[config.mk]
export PLATFORM = sky130hd
export DESIGN_NAME = pulse_shaper
export DESIGN_NICKNAME = d
export VERILOG_FILES = /design/src/rtl/pulse_shaper.sv
export SDC_FILE = /design/constraint.sdc
export NUM_CORES = 1
export LEC_CHECK = 0
export CAP_MARGIN = 15
export CORE_MARGIN = 2
export CORE_UTILIZATION = 25
export DETAILED_ROUTE_END_ITERATION = 10
export PLACE_DENSITY = 0.47
export SYNTH_ARGS = -nofsm -noshare
export SYNTH_HDL_FRONTEND = slang
export SYNTH_SLANG_ARGS = --single-unit
[constraint.sdc]
create_clock -name clk -period 2.7 [get_ports clk]
set_clock_uncertainty 0.05 [all_clocks]
set_input_delay 0.27 -clock clk [delete_from_list [all_inputs] [get_ports clk]]
set_output_delay 0.27 -clock clk [all_outputs]
set_load 0.005 [all_outputs]
[src/rtl/pulse_shaper.sv]
// pulse_shaper: turns request strobes into fixed-width high pulses separated by guaranteed low gaps,
// queueing requests that arrive while a pulse is in progress.
module pulse_shaper #(
  parameter int HIGH_CYCLES = 2,
  parameter int GAP_CYCLES  = 1,
  parameter int PEND_W      = 3
) (
  input  logic              clk,
  input  logic              reset,
  input  logic              pulse,
  output logic              level,
  output logic              busy,
  output logic [PEND_W-1:0] pending,
  output logic              overflow
);
  localparam int MX = HIGH_CYCLES > GAP_CYCLES ? HIGH_CYCLES : GAP_CYCLES;
  localparam int CW = MX > 1 ? $clog2(MX) : 1;
  localparam logic [CW-1:0] H_LD = CW'(HIGH_CYCLES - 1);
  localparam logic [CW-1:0] G_LD = CW'(GAP_CYCLES - 1);
  localparam logic [PEND_W-1:0] PMAX = '1;
  typedef enum logic [1:0] {IDLE, HIGH, GAP} state_t;
  state_t state, state_nx;
  logic [CW-1:0] cnt, cnt_nx;
  logic [PEND_W-1:0] pend_nx;
  logic ovf_nx, last, gap_exit, consume, direct, inc;
  assign last     = cnt == '0;
  assign gap_exit = state == GAP && last;
  assign consume  = gap_exit && pending != '0;
  assign direct   = pulse && (state == IDLE || (gap_exit && pending == '0));
  assign inc      = pulse && !direct;
  always_comb begin
    state_nx = state;
    cnt_nx   = last ? cnt : cnt - 1'b1;
    case (state)
      IDLE: begin
        state_nx = pulse ? HIGH : IDLE;
        cnt_nx   = pulse ? H_LD : '0;
      end
      HIGH: if (last) begin
        state_nx = GAP;
        cnt_nx   = G_LD;
      end
      GAP: if (last) begin
        state_nx = (pending != '0 || pulse) ? HIGH : IDLE;
        cnt_nx   = (pending != '0 || pulse) ? H_LD : '0;
      end
      default: begin
        state_nx = IDLE;
        cnt_nx   = '0;
      end
    endcase
  end
  // a request at saturation is dropped only if nothing leaves the queue on the same edge
  assign ovf_nx  = overflow || (inc && !consume && pending == PMAX);
  assign pend_nx = (inc && !consume && pending == PMAX) ? pending
                 : pending + PEND_W'(inc) - PEND_W'(consume);
  always_ff @(posedge clk) begin
    if (!reset) begin
      state    <= IDLE;
      cnt      <= '0;
      pending  <= '0;
      overflow <= 1'b0;
    end else begin
      state    <= state_nx;
      cnt      <= cnt_nx;
      pending  <= pend_nx;
      overflow <= ovf_nx;
    end
  end
  assign level = state == HIGH;
  assign busy  = state != IDLE;
endmodule

Word level (Yosys, flattened, before mapping)
Index checks and enable logic that the tools add are counted.
Word-level totals
  register bits after elaboration: 7
  latch bits: 0
  bits in writable memories: 0
  memory bits (read-only): 0
  output and inout bits: 6
  logic and storage cells: 40
  memories: 0
Cells by class
  add/sub/neg operators: 3
  multiply operators: 0
  div/mod/pow operators: 0
  order comparisons: 0
  eq/ne operators: 5
  shift operators: 0
  multiplexer cells: 10
  bitwise gates (word level): 1
  reductions and logical operators: 17
Operators by type and width (count)
  logical AND 1 bit: 7
  two-way mux 1 bit: 6
  one-hot mux 2 bit (3 select lines): 1
  two-way mux 2 bit: 2
  inequality test 2 bit (second input constant): 2
  adder 3 x 1 -> 3 bit: 1
  == test 3 bit (second input constant): 1
  zero test 3 bit: 1
  logical OR 1 bit: 3
  one-hot mux 1 bit (3 select lines): 1
  nonzero test 3 bit: 1
  subtractor 3 x 1 -> 3 bit: 1
  == test 2 x 1 -> 1 bit (second input constant): 1
  == test 2 bit (second input constant): 1
  zero test 1 bit: 2
  zero test 2 bit: 1
  AND reduction 2 bit: 1
  nonzero test 2 bit: 1
  inverter 1 bit: 1
  subtractor 1 bit (second input constant): 1

Logic depth before layout (Yosys ltp)
  depth in word-level cells: 10
  gate-level depth with buffers: 9
  gate-level depth less buffers: 9

Worst setup path before layout
Ideal clock, no wire load.
  path kind: reg-to-reg
  from: register pending[2]
  to: register pending[2]
  setup time: 70 ps
  arrival time: 1980 ps
  data required time: 2580 ps
  setup slack: 600 ps
  stages on the path, launching flop included: 10
  buffers on the path: 0
  period minus slack after synthesis: 2100 ps
  path through: dfxtp_1 -> o41a_1 -> o21ai_1 -> ha_1 -> inv_1 -> ha_1 -> inv_1 -> fa_1 -> xnor3_1 -> a21boi_1
On the way
  word-level cells in the longest chain between the ends: 8
  elaborated cells between the ends (all ways): 14
  those cells by class: 2 x add/sub; 1 x eq/ne; 11 x reduce/logical
Ends and longest elaborated chain
  start, declared: line 13  | output logic [PEND_W-1:0] pending,
  start signal, assigned: line 66  | pending <= pend_nx;
  zero test 3 bit: line 29  | assign direct = pulse && (state == IDLE || (gap_exit && pending == '0));
  logical AND 1 bit: line 29
  logical OR 1 bit: line 29
  logical AND 1 bit: line 29
  zero test 1 bit: line 30  | assign inc = pulse && !direct;
  logical AND 1 bit: line 30
  adder 3 x 1 -> 3 bit or logical AND 1 bit (tied branches): line 56, 55
  subtractor 3 x 1 -> 3 bit or logical AND 1 bit (tied branches): line 56, 55
Several ways; a longest one is shown, not always the timed one.
A chain may end at the register's enable or synchronous reset.

Worst setup path in the final report
Same ends and word-level chain as after synthesis.

==> flow_summary.toml <==
[final_layout]
multiInputGateArea_um2 = 243
area_growth_pct = 32.4
register_area_um2 = 140
final_cell_mix = "clkdlybuf4s50_1, dfxtp_1"
drive_gt1_share_pct = 14.3
n_fill_cell = 152
fin_nets = 57
diodes = 0
fin_cells = 65
final_common_cell = "clkdlybuf4s50_1"

[synthesis]
synthCells = 37
ys_seq_area_share_pct = 35.6
syn-num-nets = 44
synth_warnings = 0
synth-seq-cells = 7
synth.avg_cell_area_um2 = 10.7
synth_cell_type_count = 22
syn_area_um2 = 394

[sta]
maxSlewHeadroom_pct = 81.6
rsz0062_at_grt = "false"
min_period_ns = 2.22
final_hold_viol_count = 0
timing.hold.ws_ns = 0.416
tns_ns = 0
timing.fmax_ghz = 0.451
fin_crit_sh_pct = 82.1
slew_violations = 0
worst_pin_slew_ns = 0.276
finalSetupViolCount = 0

[setup_path]
cp_data_arrival_time_ns = 2.36
crit_fanout = 6
path_class = "flop to flop"
crit_path_start_kind = "flop"
reg2reg_from = "pending[2]"
crit_start = "pending[2]"
cp.required_ns = 2.84
crit_slowest_cell = "o41a_1"
setup.worst_path.end_class = "flop"
cpPeakStageDelay_ns = 0.45
crit_chain = "o41a_1 > o21ai_1 > ha_1 > inv_1 > ha_1 > inv_1 > fa_1 > xnor3_1 > a21boi_1"

[placement]
placed_cells = 61
portBuffers = 8
dp.final_hpwl_um = 567
place_congestion = 0.739

[job]
drv_cap = 0

[cts]
post_cts_buffers = 0
cts_resized = 0
clkTransAtPathRegs_ns = 0.06
clockRootBuffer = "clkbuf_4"
cts-buffers-inserted = 3
clock_latency_ns = 0.26
clock-sinks = 7
htreeDepth = 1
cts-hold-fix-buffers = 0
cts_buffer_depth = 2
tritoncts = "built"

[routing]
first_iter_violations = 0
first_pass_iters = 1
wl_per_cell_um = 11.9
drc_errors = 0
vias = 317
via_per_inst = 4.88
wirelength_um = 772
ant_nets = 0

[floorplan]
die_h_um = 43.7
io_pins = 9
die_w_um = 43.7
core-area_um2 = 1490
rows = 14
die-area_um2 = 1910
start_util_pct = 26.5

[hold_path]
hold_class = "flop to flop"
hp-start = "overflow"

[outcome]
outcome = "completed"

[pwr]
p_sw_mw = 0.0771
vdd_drop_max_uv = 293
seqPwrFrac_pct = 45.0
intPower_mw = 0.204
p_leak_nw = 0.217
pwr-share-comb_pct = 19.4
p_sw_share_pct = 27.4
power_frac_clock_pct = 35.6
power_density_nw_per_um2 = 539

[global_routing]
grt_util_all_layers_pct = 11.1
grt_max_degree = 10
antenna_found_initial = 0
grt-ovfl-total = 0
grt_pass1_wl_um = 1490
grt_pass1_vias = 318
layout make-up:
type	count	area share [%]
multi-input cells	27	46.5
flip-flops and latches	7	26.9
repair buffers	8	15.3
clock buffers	3	4.32
well taps	16	3.84
inverters	3	2.16
clock inverters	1	0.959
sequential cells by signal, summed over array words and instances, names as in the netlist:
register,cells
pending,3
state,2
cnt,1
overflow,1
synthesized netlist by cell type (all sizes together):
cell type  count  area, um2
a21boi         4       30.0
and2           1       7.51
and4           1       10.0
dfxtp          7        140
fa             1       20.0
ha             3       37.5
inv            3       11.3
nand2          1       3.75
nand3b         1       7.51
nand4          1       6.26
nor2           2       7.51
o211a          1       10.0
o21a           3       22.5
o21ai          1       5.00
o311a          1       10.0
o31a           1       8.76
o41a           1       11.3
or2            1       6.26
or2b           1       7.51
or3b           1       8.76
xnor3          1       22.5
cell families (layout without fill, tap and decap cells):
kind of cell | Yosys count | count (layout) | share of synthesized area (%)
compound gates | 12 | 12 | 24.8
xor+xnor | 1 | 1 | 5.71
fa+ha+maj | 4 | 4 | 14.6
buf+inv | 3 | 15 | 2.86
flops | 7 | 7 | 35.6
simple gates | 10 | 10 | 16.5
worst max-delay path: cells and delay by family (launching register included):
kind            cells  cell delay, ns
xor+xnor            1            0.18
flops               1            0.36
compound gates      3            0.71
fa+ha+maj           3            0.73
buf+inv             2            0.11
per-stage QoR:
| stage | setup WS [ns] | instance area, um2 | util (%) | power (mW) |
|---|---|---|---|---|
| floorplan | 0.600 | 394 | - | 0.156 |
| CTS | 0.469 | 522 | 35.0 | 0.285 |
| global route | 0.367 | 522 | 35.0 | 0.303 |
| finish | 0.483 | 522 | 35.0 | 0.281 |
| global placement | 0.509 | 494 | 33.2 | 0.183 |
| detailed placement | 0.478 | 494 | 33.2 | 0.184 |
final timing paths:
kind / end / slack (ns) / cells after the start
max: pending[2] / 0.48 / 9
min: overflow / 0.42 / 1
max reg2reg: pending[2] / 0.48 / 9
min reg2reg: overflow / 0.42 / 1
layer usage:
metal	track usage, %	vias to the layer above	part of all wire, %
met5	0	-	0
met4	7.27	0	2.5
met3	6.25	2	8.0
met2	14.7	9	40
met1	13.7	143	50
li1	-	163	-
power groups by stage:
stage | combinational [mW] | sequential (mW) | clock (mW)
2_1_floorplan | 0.0308 | 0.125 | 0
3_3_place_gp | 0.0550 | 0.128 | 0
3_5_place_dp | 0.0552 | 0.129 | 0
4_1_cts | 0.0555 | 0.127 | 0.102
5_1_grt | 0.0606 | 0.130 | 0.112
6_report | 0.0547 | 0.127 | 0.100
Power figures use the tool's default switching activity.
